<file path="src/rtl/irs_rd_pkg.sv">
// Shared types and widths for the IRS read-side sequencer.
package irs_rd_pkg;

  localparam int IRS_BLOCK_W = 9;
  localparam int IRS_SMP_W   = 6;
  localparam int IRS_DAT_W   = 12;

  typedef enum logic [2:0] {
    ST_IDLE    = 3'd0,
    ST_SETTLE  = 3'd1,
    ST_CONVERT = 3'd2,
    ST_SELECT  = 3'd3,
    ST_CAPTURE = 3'd4,
    ST_HANDOFF = 3'd5,
    ST_DONE    = 3'd6
  } irs_rd_state_e;

  // Largest of the three wait lengths; sizes the shared countdown.
  function automatic int max3(input int a, input int b, input int c);
    int m;
    m = a;
    if (b > m) begin
      m = b;
    end else begin
      m = m;
    end
    if (c > m) begin
      m = c;
    end else begin
      m = m;
    end
    return m;
  endfunction

endpackage

</file>
<file path="src/rtl/irs_cycle_counter.sv">
// Loadable down-counter with zero flag; one instance times every wait state
// of the block reader.
module irs_cycle_counter #(
  parameter int W = 9
) (
  input  logic         clk,
  input  logic         rst,
  input  logic         load,
  input  logic [W-1:0] load_val,
  output logic         zero
);

  localparam logic [W-1:0] CNT_ZERO = {W{1'b0}};
  localparam logic [W-1:0] CNT_ONE  = W'(1);

  logic [W-1:0] count_r;

  // Count down to zero and park there until the next load.
  always_ff @(posedge clk) begin
    if (rst) begin
      count_r <= CNT_ZERO;
    end else if (load) begin
      count_r <= load_val;
    end else if (count_r != CNT_ZERO) begin
      count_r <= count_r - CNT_ONE;
    end else begin
      count_r <= count_r;
    end
  end

  assign zero = (count_r == CNT_ZERO);

endmodule

</file>
<file path="src/rtl/irs_block_reader.sv">
// IRS block read sequencer: settle, Wilkinson convert, walk sample selects and
// stream each sample out. Define IRS_RD_TESTPATTERN_EN to emit {block,index}.
module irs_block_reader
  import irs_rd_pkg::*;
#(
  parameter int NUM_SAMPLES   = 64,
  parameter int SETTLE_CYCLES = 8,
  parameter int CONV_CYCLES   = 256,
  parameter int SMP_WAIT      = 2
) (
  input  logic                   clk_i,
  input  logic                   rst_i,
  input  logic                   rd_req_i,
  input  logic [IRS_BLOCK_W-1:0] rd_block_i,
  output logic                   rd_ack_o,
  output logic                   busy_o,
  output logic [IRS_BLOCK_W-1:0] irs_rdaddr_o,
  output logic                   irs_rden_o,
  output logic                   irs_ramp_o,
  output logic                   irs_start_o,
  output logic [IRS_SMP_W-1:0]   irs_smpsel_o,
  input  logic [IRS_DAT_W-1:0]   irs_dat_i,
  output logic [IRS_DAT_W-1:0]   dat_o,
  output logic                   dat_valid_o,
  output logic                   dat_last_o,
  input  logic                   dat_ready_i
);

  localparam int CNT_W = $clog2(max3(SETTLE_CYCLES, CONV_CYCLES, SMP_WAIT) + 1);

  localparam logic [CNT_W-1:0]       SETTLE_LOAD = CNT_W'(SETTLE_CYCLES - 1);
  localparam logic [CNT_W-1:0]       CONV_LOAD   = CNT_W'(CONV_CYCLES - 1);
  localparam logic [CNT_W-1:0]       SMP_LOAD    = CNT_W'(SMP_WAIT - 1);
  localparam logic [CNT_W-1:0]       CNT_ZERO    = {CNT_W{1'b0}};
  localparam logic [IRS_SMP_W-1:0]   LAST_IDX    = IRS_SMP_W'(NUM_SAMPLES - 1);
  localparam logic [IRS_SMP_W-1:0]   SMP_ZERO    = {IRS_SMP_W{1'b0}};
  localparam logic [IRS_SMP_W-1:0]   SMP_ONE     = IRS_SMP_W'(1);
  localparam logic [IRS_BLOCK_W-1:0] BLOCK_ZERO  = {IRS_BLOCK_W{1'b0}};
  localparam logic [IRS_DAT_W-1:0]   DAT_ZERO    = {IRS_DAT_W{1'b0}};

  irs_rd_state_e          state_r;
  irs_rd_state_e          state_next_s;
  logic [IRS_BLOCK_W-1:0] block_r;
  logic [IRS_BLOCK_W-1:0] block_next_s;
  logic [IRS_SMP_W-1:0]   index_r;
  logic [IRS_SMP_W-1:0]   index_next_s;

  logic                   cnt_load_s;
  logic [CNT_W-1:0]       cnt_val_s;
  logic                   cnt_zero_s;

  logic [IRS_DAT_W-1:0]   cap_dat_s;
  logic                   ack_next_s;
  logic                   busy_next_s;
  logic                   rden_next_s;
  logic [IRS_BLOCK_W-1:0] rdaddr_next_s;
  logic                   ramp_next_s;
  logic [IRS_SMP_W-1:0]   smpsel_next_s;
  logic [IRS_DAT_W-1:0]   dat_next_s;
  logic                   valid_next_s;
  logic                   last_next_s;

  irs_cycle_counter #(
    .W (CNT_W)
  ) u_wait_cnt (
    .clk      (clk_i),
    .rst      (rst_i),
    .load     (cnt_load_s),
    .load_val (cnt_val_s),
    .zero     (cnt_zero_s)
  );

`ifdef IRS_RD_TESTPATTERN_EN
  assign cap_dat_s = {block_r[5:0], index_r};
`else
  assign cap_dat_s = irs_dat_i;
`endif

  // FSM state, latched block address and sample index.
  always_ff @(posedge clk_i) begin
    if (rst_i) begin
      state_r <= ST_IDLE;
      block_r <= BLOCK_ZERO;
      index_r <= SMP_ZERO;
    end else begin
      state_r <= state_next_s;
      block_r <= block_next_s;
      index_r <= index_next_s;
    end
  end

  // Next-state, counter reloads and downstream data path.
  // The ack cycle stays in IDLE so the chip pins follow one cycle after ack.
  always_comb begin
    state_next_s = state_r;
    block_next_s = block_r;
    index_next_s = index_r;
    ack_next_s   = 1'b0;
    cnt_load_s   = 1'b0;
    cnt_val_s    = CNT_ZERO;
    dat_next_s   = dat_o;
    valid_next_s = dat_valid_o;
    last_next_s  = dat_last_o;
    case (state_r)
      ST_IDLE: begin
        if (rd_ack_o) begin
          state_next_s = ST_SETTLE;
          cnt_load_s   = 1'b1;
          cnt_val_s    = SETTLE_LOAD;
        end else if (rd_req_i) begin
          ack_next_s   = 1'b1;
          block_next_s = rd_block_i;
        end else begin
          state_next_s = ST_IDLE;
        end
      end
      ST_SETTLE: begin
        if (cnt_zero_s) begin
          state_next_s = ST_CONVERT;
          cnt_load_s   = 1'b1;
          cnt_val_s    = CONV_LOAD;
        end else begin
          state_next_s = ST_SETTLE;
        end
      end
      ST_CONVERT: begin
        if (cnt_zero_s) begin
          state_next_s = ST_SELECT;
          index_next_s = SMP_ZERO;
          cnt_load_s   = 1'b1;
          cnt_val_s    = SMP_LOAD;
        end else begin
          state_next_s = ST_CONVERT;
        end
      end
      ST_SELECT: begin
        if (cnt_zero_s) begin
          state_next_s = ST_CAPTURE;
        end else begin
          state_next_s = ST_SELECT;
        end
      end
      ST_CAPTURE: begin
        dat_next_s   = cap_dat_s;
        valid_next_s = 1'b1;
        last_next_s  = (index_r == LAST_IDX);
        state_next_s = ST_HANDOFF;
      end
      ST_HANDOFF: begin
        if (dat_valid_o && dat_ready_i) begin
          valid_next_s = 1'b0;
          last_next_s  = 1'b0;
          if (dat_last_o) begin
            state_next_s = ST_DONE;
          end else begin
            state_next_s = ST_SELECT;
            index_next_s = index_r + SMP_ONE;
            cnt_load_s   = 1'b1;
            cnt_val_s    = SMP_LOAD;
          end
        end else begin
          state_next_s = ST_HANDOFF;
        end
      end
      ST_DONE: begin
        state_next_s = ST_IDLE;
      end
      default: begin
        state_next_s = ST_IDLE;
      end
    endcase
  end

  // Pin values decoded from the state being entered, so pins stay aligned with it.
  always_comb begin
    busy_next_s   = ack_next_s;
    rden_next_s   = 1'b0;
    ramp_next_s   = 1'b0;
    smpsel_next_s = SMP_ZERO;
    case (state_next_s)
      ST_SETTLE: begin
        busy_next_s = 1'b1;
        rden_next_s = 1'b1;
      end
      ST_CONVERT: begin
        busy_next_s = 1'b1;
        rden_next_s = 1'b1;
        ramp_next_s = 1'b1;
      end
      ST_SELECT, ST_CAPTURE, ST_HANDOFF: begin
        busy_next_s   = 1'b1;
        rden_next_s   = 1'b1;
        smpsel_next_s = index_next_s;
      end
      ST_IDLE, ST_DONE: begin
        rden_next_s = 1'b0;
      end
      default: begin
        busy_next_s = 1'b0;
      end
    endcase
    if (rden_next_s) begin
      rdaddr_next_s = block_next_s;
    end else begin
      rdaddr_next_s = BLOCK_ZERO;
    end
  end

  // Output registers.
  always_ff @(posedge clk_i) begin
    if (rst_i) begin
      rd_ack_o     <= 1'b0;
      busy_o       <= 1'b0;
      irs_rdaddr_o <= BLOCK_ZERO;
      irs_rden_o   <= 1'b0;
      irs_ramp_o   <= 1'b0;
      irs_start_o  <= 1'b0;
      irs_smpsel_o <= SMP_ZERO;
      dat_o        <= DAT_ZERO;
      dat_valid_o  <= 1'b0;
      dat_last_o   <= 1'b0;
    end else begin
      rd_ack_o     <= ack_next_s;
      busy_o       <= busy_next_s;
      irs_rdaddr_o <= rdaddr_next_s;
      irs_rden_o   <= rden_next_s;
      irs_ramp_o   <= ramp_next_s;
      irs_start_o  <= ramp_next_s;
      irs_smpsel_o <= smpsel_next_s;
      dat_o        <= dat_next_s;
      dat_valid_o  <= valid_next_s;
      dat_last_o   <= last_next_s;
    end
  end

endmodule

</file>
<file path="config.mk">
export PLATFORM = sky130hd
export DESIGN_NAME = irs_block_reader
export DESIGN_NICKNAME = d
export VERILOG_FILES = /design/src/rtl/irs_rd_pkg.sv /design/src/rtl/irs_cycle_counter.sv /design/src/rtl/irs_block_reader.sv
export SDC_FILE = /design/constraint.sdc
export NUM_CORES = 1
export LEC_CHECK = 0
export BUFFER_PORTS_ARGS = -buffer_cell sky130_fd_sc_hd__buf_2
export CORE_AREA = 2 2 93 95
export CTS_CLUSTER_SIZE = 8
export DETAILED_ROUTE_END_ITERATION = 6
export DIE_AREA = 0 0 95 97
export PLACE_DENSITY = 0.45
export SYNTH_ARGS = -nofsm -noshare
export SYNTH_HDL_FRONTEND = slang
export SYNTH_SLANG_ARGS = --single-unit
export TNS_END_PERCENT = 100
</file>
<file path="constraint.sdc">
create_clock -name clk_i -period 2.24 [get_ports clk_i]
set_input_delay 0.224 -clock clk_i [delete_from_list [all_inputs] [get_ports clk_i]]
set_output_delay 0.224 -clock clk_i [all_outputs]
set_load 0.03 [all_outputs]
</file>
==> impl_metrics.json <==
{
  "cp-start-kind": "flop",
  "critical-path-max-stage-delay_ns": 0.50,
  "cts_setup_buffers": 0,
  "firstDrtPassIters": 4,
  "crit_chain": "inv_1 -> ha_1 -> or4b_4 -> o21ai_0 -> and3b_2 -> mux2_4 -> nor4_2",
  "gr-usage-all-layers_pct": 13.6,
  "end_kind": "flop",
  "maxCapViolCount": 0,
  "viasPerCell": 4.63,
  "port_buffers": 58,
  "synthDistinctLibCells": 46,
  "crit_type": "flop to flop",
  "gp_congestion": 0.816,
  "postPlaceCellArea_um2": 2890,
  "cts_root_buffer": "clkbuf_8",
  "yosysTopAreaCell": "dfxtp_1",
  "h-tree-depth": 3,
  "synth_common_cells": "dfxtp_1, nand2_1, nor2_1, a21oi_1, nor3_1",
  "ys_ff_latch": 60,
  "die_y_um": 97,
  "num_vias": 2071,
  "path_clk_slew_ns": 0.07,
  "drtAntennaViolNets": 0,
  "ys_warn_count": 0,
  "slowest_stage": "or4b_4",
  "avgSynthCellArea_um2": 9.03,
  "fin_hold_ws_ns": 0.121,
  "setup_viol_count_final": 0,
  "ioPinCount": 59,
  "syn_area_um2": 2430,
  "fmax_mhz": 480,
  "core.rowCount": 33,
  "crit_path_max_fanout": 3,
  "n_fill_cell": 835,
  "ff2ff_setup_slack_ns": 0.16,
  "drtIter0Drc": 127,
  "clock_latency_ns": 0.34,
  "hold_start": "irs_dat_i[8]",
  "p_leak_nw": 1.38,
  "holdPathEnd": "dat_o[8]$_SDFFE_PP0P_",
  "place_inst": 431,
  "antenna_found_initial": 0,
  "tns_ns": 0,
  "hold_depth": 3,
  "wl_um": 5810,
  "pre_cts_slack_ns": 0.100,
  "synth_top_cell_area_share_pct": 49.5,
  "maxSlewViolCount": 0,
  "ff2ff_path_depth": 7,
  "syn_nets": 297,
  "synthArstFlopShare_pct": 0,
  "die-area_um2": 9220,
  "yosys-top-cells-area": "dfxtp_1, nand2_1, a21oi_1",
  "hpwl_um": 4190,
  "rsz0062_at_grt": "false",
  "setup_ws_ns": 0.157,
  "synth-edff-count": 0,
  "finClkSkew_ns": 0.00726,
  "min_path_type": "input port to flop",
  "rr_startpoint": "u_wait_cnt.count_r[1]$_SDFFE_PP0P_",
  "p_total_mw": 3.78,
  "grt_first_pass_wirelength_um": 9680,
  "grt_max_degree": 24,
  "drive_gt1_share_pct": 29.5,
  "clockBufferDepth": 2,
  "grt_pass1_vias": 1963,
  "ir_worst_vdd_v": 0.000562,
  "worstPathArrival_ns": 2.33,
  "die_w_um": 95,
  "utilization_pct": 38.6,
  "status": "finished clean",
  "cp_data_required_time_ns": 2.49,
  "final_nets": 365,
  "grt-ovfl-total": 0,
  "routedWlPerCell_um": 13.0,
  "relSlewSlack_pct": 68.8,
  "cts.sinks": 60,
  "finalInstanceArea_um2": 3140,
  "synthFlopType": "dfxtp_1",
  "period_share_pct": 93.0,
  "cts_hold_buf": 0,
  "hold_violations": 0,
  "tightest_slew_ns": 0.462,
  "r2r_end": "irs_smpsel_o[2]$_SDFF_PP0_",
  "insertedDiodeCount": 0,
  "design.core.area_um2": 8130,
  "drcViolationCount": 0,
  "syn_to_final_growth_pct": 29.4,
  "fin_crit_ns": 2.08,
  "fin_cells": 447,
  "synth-seq-area-share_pct": 49.5,
  "initial_core_util_pct": 29.9,
  "cts_inserted_buffers": 9,
  "multi_input_area_um2": 1150,
  "netlist_instances": 269,
  "cts_tree": "yes",
  "seq_area_um2": 1200,
  "synth_most_common_cell": "dfxtp_1",
  "cts.repair.resized": 0,
  "p_per_area_nw_per_um2": 1200
}
-- power by group --
part	internal, mW	switching (mW)
combinational	0.534	0.710
sequential	1.21	0.116
clock	0.746	0.458
total	2.49	1.28
-- routing by layer --
layer | GRT usage, % | vias up | wire length (um)
li1 | - | 1077 | -
met1 | 17.7 | 949 | 2820
met2 | 20.1 | 40 | 2670
met3 | 5.84 | 5 | 268
met4 | 4.35 | 0 | 62
met5 | 0 | - | 0
-- critical path: cells and delay by family, from the launching register on --
kind / cells / cell delay, ns
AND/OR/NAND/NOR: 3 / 0.95
flip-flops: 1 / 0.32
AO/OA/AOI/OAI: 1 / 0.15
buffers and inverters: 1 / 0.09
multiplexers: 1 / 0.32
adder cells (fa/ha/maj): 1 / 0.17
-- sequential cells by signal (all words and copies together) (netlist names), 3 cells and up --
name / cells
u_wait_cnt.count_r: 9
dat_o: 12
index_r: 6
state_r: 3
block_r: 9
irs_smpsel_o: 6
irs_rdaddr_o: 9
-- cells in the final DEF (no fill, tap or decap), types with 3 or more instances in the layout --
cell	count
ha_1	3
dfxtp_1	60
nor3_1	21
mux2i_1	10
a21oi_1	25
clkbuf_8	9
nor2b_1	5
buf_4	14
nand2_1	41
and2_1	3
nor2_1	26
xnor2_1	3
o21ai_0	6
bufinv_16	3
clkinv_4	4
buf_2	58
xor2_1	6
nor4_1	4
nor4_2	3
-- kinds of logic (layout without fill, tap and decap cells) --
kind of cell,Yosys count,in the layout,share of synthesized area [%]
and+or+nand+nor,122,122,25.8
DFF,60,60,49.5
AOI/OAI and AO/OA,46,46,11.9
buffers and inverters,18,91,3.35
muxes,11,11,4.74
xor gates and xnor gates,9,9,3.25
adders and majority gates,3,3,1.55
-- area by class of cell --
cell class                 instances  share of cell area (%)
clock buffer                       9                    3.94
inverter                           3                   0.358
clock inverter                     7                    3.98
sequential                        60                    38.2
timing repair buffer              72                    12.6
tap                              105                    4.18
multi-input combinational        191                    36.7
-- worst max-delay path by stage --
stage	from	to	slack, ns	depth (start not counted)
6_report	u_wait_cnt.count_r[1]$_SDFFE_PP0P_	irs_smpsel_o[2]$_SDFF_PP0_	0.16	7
5_1_grt	u_wait_cnt.count_r[1]$_SDFFE_PP0P_	irs_smpsel_o[2]$_SDFF_PP0_	0.03	7
2_1_floorplan	u_wait_cnt.count_r[0]$_SDFFE_PP0P_	irs_smpsel_o[2]$_SDFF_PP0_	0.23	7
4_1_cts	u_wait_cnt.count_r[0]$_SDFFE_PP0P_	irs_smpsel_o[2]$_SDFF_PP0_	0.06	7
3_5_place_dp	u_wait_cnt.count_r[0]$_SDFFE_PP0P_	irs_smpsel_o[2]$_SDFF_PP0_	0.10	7
3_3_place_gp	u_wait_cnt.count_r[0]$_SDFFE_PP0P_	irs_smpsel_o[2]$_SDFF_PP0_	0.13	7
(Power assumes the default switching activity.)
